<file path="config.mk">
export PLATFORM = sky130hd
export DESIGN_NAME = cim_seq_ctrl
export DESIGN_NICKNAME = d
export VERILOG_FILES = /design/src/rtl/cim_seq_ctrl.sv
export SDC_FILE = /design/constraint.sdc
export NUM_CORES = 1
export LEC_CHECK = 0
export ABC_AREA = 1
export BUFFER_PORTS_ARGS = -buffer_cell sky130_fd_sc_hd__buf_4
export CAP_MARGIN = 20
export CELL_PAD_IN_SITES_DETAIL_PLACEMENT = 1
export CELL_PAD_IN_SITES_GLOBAL_PLACEMENT = 2
export CORE_MARGIN = 2
export CORE_UTILIZATION = 37
export CTS_CLUSTER_SIZE = 30
export DETAILED_ROUTE_END_ITERATION = 8
export HOLD_SLACK_MARGIN = 0.03
export PLACE_DENSITY_LB_ADDON = 0.1
export SLEW_MARGIN = 25
export SYNTH_ARGS = -nofsm -noshare
export SYNTH_HDL_FRONTEND = slang
export SYNTH_SLANG_ARGS = --single-unit
</file>
<file path="constraint.sdc">
create_clock -name clk -period 3.6 [get_ports clk]
set_input_delay 0.72 -clock clk [delete_from_list [all_inputs] [get_ports clk]]
set_output_delay 0.72 -clock clk [all_outputs]
set_load 0.05 [all_outputs]
</file>
<file path="src/rtl/cim_seq_ctrl.sv">
// cim_seq_ctrl: sequences one CIM inference step (DAC handshake, compute, 20-channel ADC scan) and emits signed pos-neg differences
module cim_seq_ctrl #(
  parameter int P_NUM_INPUTS   = 64,
  parameter int P_ADC_CHANNELS = 20,
  parameter int P_NUM_OUTPUTS  = 10,
  parameter int P_ADC_BITS     = 8,
  parameter int P_TIMEOUT      = 255
) (
  input  logic                                      clk,
  input  logic                                      rst,
  input  logic                                      start,
  input  logic [P_NUM_INPUTS-1:0]                   wl_in,
  output logic                                      busy,
  output logic                                      done,
  output logic                                      err_timeout,
  output logic                                      diff_valid,
  output logic [P_NUM_OUTPUTS*(P_ADC_BITS+1)-1:0]   diff_data,
  output logic [P_NUM_INPUTS-1:0]                   wl_spike,
  output logic                                      dac_valid,
  input  logic                                      dac_ready,
  output logic                                      cim_start,
  input  logic                                      cim_done,
  output logic                                      adc_start,
  input  logic                                      adc_done,
  output logic [$clog2(P_ADC_CHANNELS)-1:0]         bl_sel,
  input  logic [P_ADC_BITS-1:0]                     bl_data
);
  localparam int CW = $clog2(P_ADC_CHANNELS);
  localparam int TW = $clog2(P_TIMEOUT + 1);
  localparam int DW = P_ADC_BITS + 1;
  localparam logic [CW-1:0] LAST = CW'(P_ADC_CHANNELS - 1);
  localparam logic [TW-1:0] TLIM = TW'(P_TIMEOUT - 1);
  typedef enum logic [2:0] {IDLE, DAC, CIM_GO, CIM_WAIT, ADC_GO, ADC_WAIT, DIFF, FIN} state_t;
  state_t state, state_n;
  logic [TW-1:0] tmr;
  logic [P_ADC_BITS-1:0] raw [P_ADC_CHANNELS];
  logic go, hit, tmo, cap;
  assign go  = state == IDLE && start;
  assign hit = tmr == TLIM;
  always_comb begin
    state_n = state;
    tmo = 1'b0;
    cap = 1'b0;
    case (state)
      IDLE:     state_n = start ? DAC : IDLE;
      DAC: begin
        state_n = dac_ready ? CIM_GO : DAC;
        tmo = !dac_ready && hit;
      end
      CIM_GO:   state_n = CIM_WAIT;
      CIM_WAIT: begin
        state_n = cim_done ? ADC_GO : CIM_WAIT;
        tmo = !cim_done && hit;
      end
      ADC_GO:   state_n = ADC_WAIT;
      ADC_WAIT: begin
        cap = adc_done;
        state_n = adc_done ? (bl_sel == LAST ? DIFF : ADC_GO) : ADC_WAIT;
        tmo = !adc_done && hit;
      end
      DIFF:     state_n = FIN;
      default:  state_n = IDLE;
    endcase
    if (tmo) state_n = FIN;
  end
  always_ff @(posedge clk) begin
    if (rst) begin
      state       <= IDLE;
      tmr         <= '0;
      busy        <= 1'b0;
      done        <= 1'b0;
      diff_valid  <= 1'b0;
      err_timeout <= 1'b0;
      dac_valid   <= 1'b0;
      cim_start   <= 1'b0;
      adc_start   <= 1'b0;
      wl_spike    <= '0;
      bl_sel      <= '0;
      diff_data   <= '0;
      for (int i = 0; i < P_ADC_CHANNELS; i++) raw[i] <= '0;
    end else begin
      state       <= state_n;
      tmr         <= state_n != state ? '0 : tmr + 1'b1;
      busy        <= state_n != IDLE;
      done        <= state_n == FIN;
      diff_valid  <= state_n == FIN && !tmo;
      err_timeout <= !go && (err_timeout || tmo);
      dac_valid   <= state_n == DAC;
      cim_start   <= state_n == CIM_GO;
      adc_start   <= state_n == ADC_GO;
      if (go) wl_spike <= wl_in;
      bl_sel      <= go ? '0 : (cap && bl_sel != LAST) ? bl_sel + 1'b1 : bl_sel;
      if (cap) raw[bl_sel] <= bl_data;
      if (state == DIFF)
        for (int i = 0; i < P_NUM_OUTPUTS; i++)
          diff_data[i*DW +: DW] <= {1'b0, raw[i]} - {1'b0, raw[i+P_NUM_OUTPUTS]};
    end
  end
endmodule

</file>
==> results.md <==
Worst setup path:
- The sort of element at the end of the critical path is a register.
- The data arrival at the endpoint of the critical path is 2.76 ns.
- Traced cell by cell, the critical path runs through nand3_2 > inv_2 > nand2_1 > inv_2 > nand2_2 > nor2_2 > nand2_1 > nand2_1.
- The critical path data required time is 3.81 ns.
- The reg-to-reg critical path endpoint is raw[8][5].
- The capture point of the worst path is raw[8][5].
- In this run the register-to-register setup slack is 1.05 ns.
- The maximum net fanout on the critical path is 10.
- By startpoint and endpoint, the worst setup path is classified as reg -> reg.
- The standard cell with the maximum stage delay on the critical path is sky130_fd_sc_hd__dfxtp_1.
- The number of cells on the worst reg-to-reg path is 8.
- Tracing the worst setup path back leads to its startpoint at state[0].
- On the worst path, the slowest cell contributes a delay of 0.55 ns.
- The most numerous cell type found on the critical path is sky130_fd_sc_hd__nand2_1.
- The reg-to-reg critical path startpoint is state[0].
- The buffer and inverter count on the worst path is 2.
- In this run the number of cells on the critical path is 8.
- The kind of cell with the highest combined delay along the critical path is simple AND/OR/NAND/NOR gates.
- STA classifies the critical path startpoint as a register.

Floorplan:
- Pin placement for this block handled 244 I/O pins.
- The die covers 44030 um2.
- The core region is 41850 um2.
- For this configuration, the core starts out at a cell density of 0.3746.
- In this run the vertical extent of the chip is 209.8 um.
- The die is 209.8 um wide.
- The floorplan has 75 rows.

Detailed routing:
- In the routed layout, each cell is associated on average with a via count of 4.900.
- The number of antenna-violating nets in the routed design is 0.
- The routed design has 44.42 mm of wire.
- The total vias in the final route is 12470.
- Dividing the detail-routed wire length by the instance count gives 17.46 um.
- The final routed DRC violation total is 0.
- The DRC violation total after the first TritonRoute iteration is 672.
- The first detailed-routing pass ran for 4 iterations.

Timing:
- The setup slack after layout is 1.050 ns.
- The total count of hold-check failures in the final report is 0.
- Setup repair after global routing left no endpoint under its margin.
- The worst path needs 2.550 ns of the cycle, external delays included.
- The max-slew violation count came to 0.
- The summed negative setup slack over all endpoints is 0 ns.
- The worst pin sits at a relative slew slack of 0.2617.
- For the pin with the worst max-slew slack, the measured transition is 1.106 ns.
- Clock skew on the completed layout was measured at 0.01809 ns.
- The portion of the clock cycle consumed by the worst path in the final layout is 0.7083.
- The number of setup violations in the final report is 0.
- Across all hold checks on the routed design, the worst slack comes to 0.3853 ns.
- The maximum clock rate is 0.3922 GHz.

Cells and area:
- The ratio of cells with drive above 1 in the final layout is 0.1706.
- The layout overhead on the synthesized area is 23.41%.
- The number of nets at the end of the flow is 2146.
- After routing the design area is 19350 um2.
- The count of cells in the finished layout, fillers not included, comes to 2544.
- The final antenna diode count is 0.
- The core occupancy in the finished layout is 0.4623.
- The layout has 4853 filler cells.

Logic synthesis:
- The largest total area in the synthesized netlist belongs to sky130_fd_sc_hd__edfxtp_1.
- For this run, the number of Yosys warnings is 0.
- After synthesis, the share of cell area in mux cells is 0.
- After synthesis the cells add up to 15680 um2.
- Counting every net in the synthesized netlist gives 1920.
- The area share of fa/ha/maj cells after synthesis is 0.08140.
- Yosys mapped the design onto 37 distinct sky130hd cell types.
- The cell count after synthesis is 1746.
- The xor and xnor area share after synthesis is 0.03128.
- The post-synthesis area per instance is 8.979 um2.
- The synthesized-area fraction occupied by ao, oa, aoi and oai cells was 0.1135.
- Of the synthesized area, sequential elements account for 0.5325.
- The simple logic cell fraction of the synthesized area is 0.1670.
- In this run, synthesis produced a sequential element count of 337.
- The combinational family with the most area after synthesis is simple AND/OR/NAND/NOR gates.
- After synthesis, the cell types taking the most area are sky130_fd_sc_hd__edfxtp_1 (31%), sky130_fd_sc_hd__dfxtp_1 (23%), sky130_fd_sc_hd__nor2_1 (8.0%), sky130_fd_sc_hd__ha_1 (6.9%), sky130_fd_sc_hd__inv_1 (5.3%).
- The area fraction of the dominant cell type after synthesis is 0.3065.

Global routing:
- The global-route wire length before repair is 69.95 mm.
- The sum of overflow across all layers after global routing is 0.
- The number of antenna violations at the first check in global routing was 0.
- The number of global-route vias before repair is 12900.
- Entering global routing, the biggest net connects 169 pins.
- The overall global routing resource usage is 0.2017.

CTS:
- After clock tree synthesis, the clock-pin slew on the worst setup and hold paths is 0.06 ns.
- The number of cells upsized or downsized after cts is 0.
- TritonCTS created 41 clock buffers.
- The TritonCTS clock tree is built.
- The post-CTS setup-driven buffer insertion count is 0.
- Counting along the longest clock path gives a buffer depth of 3.
- The clock latency reported for the late side of the worst-skew pair is 0.56 ns.
- CTS built an H-tree with a depth of 2.
- The clock root buffer is sky130_fd_sc_hd__clkbuf_16.
- The number of buffers added to fix hold violations after cts is 0.
- The total clock sinks is 337.

Min path:
- The worst hold path belongs to the class in -> reg.
- The worst hold path begins at wl_in[55].

Power:
- The share of total power in combinational logic is 0.127.
- The register share of total power is 0.436.
- After layout, the design draws a total of 9.720 mW.
- The internal cell power is 7.115 mW.
- The worst supply voltage drop on vdd is 0.3689 mV.
- The total power per unit cell area is 502.4 nW/um2.
- The share of total power dissipated in the clock network is 0.437.
- The reported net switching power is 2.605 mW.
- For this design the static power due to leakage is 9.083 nW.
- The switching share of power is 0.2680.

Placed design:
- Buffers placed on the I/O ports in this run total 243.
- Routability-driven placement finished with a final weighted congestion of 0.7782.
- The placed wire-length estimate is 29.98 mm.
- At the placement stage, the worst setup path has a slack of 1.001 ns.
- The cell area reported after detailed placement is 17960 um2.
- The placed cell count is 2468.

Outcome:
- The run finished with clean final reports.

Flow run:
- The reported max-cap violation count is 0.
registers in the layout, indices dropped and copies added (netlist names):
| name | count |
|---|---|
| raw | 160 |
| diff_data | 90 |
| wl_spike | 64 |
| tmr | 8 |
| bl_sel | 5 |
| state | 3 |
| adc_start | 1 |
| busy | 1 |
| cim_start | 1 |
| dac_valid | 1 |
| diff_valid | 1 |
| done | 1 |
| err_timeout | 1 |
power by group through the flow:
stage               registers, mW  clock network, mW  logic, mW
floorplan                    4.59                  0      0.529
global route                 4.25               4.52       1.36
detailed placement           4.31                  0       1.25
global placement             4.31                  0       1.23
CTS                          4.24               4.37       1.25
finish                       4.23               4.25       1.24
worst min-delay path: cells and delay by family:
kind,cells,cell delay (ns)
buf+inv,1,0.08
simple gates,2,0.11
logic make-up (layout without fill, tap and decap cells):
family / count (synthesis) / in the layout
compound gates: 318 / 318
xor+xnor: 56 / 56
fa+ha+maj: 96 / 96
buf+inv: 299 / 558
flops: 337 / 337
simple gates: 640 / 640
cell type report:
cell class              instances  area (um2)  area share
flip-flops and latches        337        8348      0.4315
inverters                     230       867.1     0.04482
well taps                     539       674.4     0.03486
multi-input cells            1110        6170      0.3189
clock inverters                23       260.3     0.01345
repair buffers                252        1904     0.09843
clock buffers                  53        1124     0.05807
worst min path at each step:
stage                    to  slack [ns]  cells after the start
2_1_floorplan        tmr[0]        0.43                      1
3_3_place_gp         tmr[0]        0.44                      1
3_5_place_dp    err_timeout        0.45                      2
4_1_cts        wl_spike[53]        0.35                      3
5_1_grt         wl_spike[4]        0.37                      3
6_report       wl_spike[55]        0.39                      3
placed cells by master, fill, tap and decap left out, drive strengths merged:
master / count
a211oi: 1
a21o: 9
a21oi: 88
a31oi: 10
and2: 1
and3: 1
buf: 252
bufinv: 5
clkbuf: 53
clkinv: 16
dfxtp: 177
edfxtp: 160
fa: 10
ha: 86
inv: 232
nand2: 201
nand3: 54
nand4: 34
nor2: 340
nor3: 6
nor3b: 2
o21a: 30
o21ai: 150
o21bai: 30
or2: 1
xnor2: 2
xor2: 54
metal layers:
metal | GRT usage | share of wire | vias to the layer above
met4 | 0.05967 | 0.021 | 0
met5 | 0 | 0 | -
met3 | 0.05132 | 0.070 | 66
met1 | 0.2533 | 0.44 | 5950
met2 | 0.3424 | 0.47 | 276
li1 | - | - | 6173
Yosys cell counts, drive strengths merged:
library cell,n
dfxtp,177
o21a,30
edfxtp,160
nand2,201
a211oi,1
o21ai,150
fa,10
and3,1
xor2,54
buf,20
xnor2,2
o21bai,30
nand3,54
ha,86
or2,1
a21oi,88
clkbuf,49
inv,229
clkinv,1
and2,1
nand4,34
nor2,340
nor3,6
nor3b,2
a21o,9
a31oi,10
(Power assumes the default switching activity.)
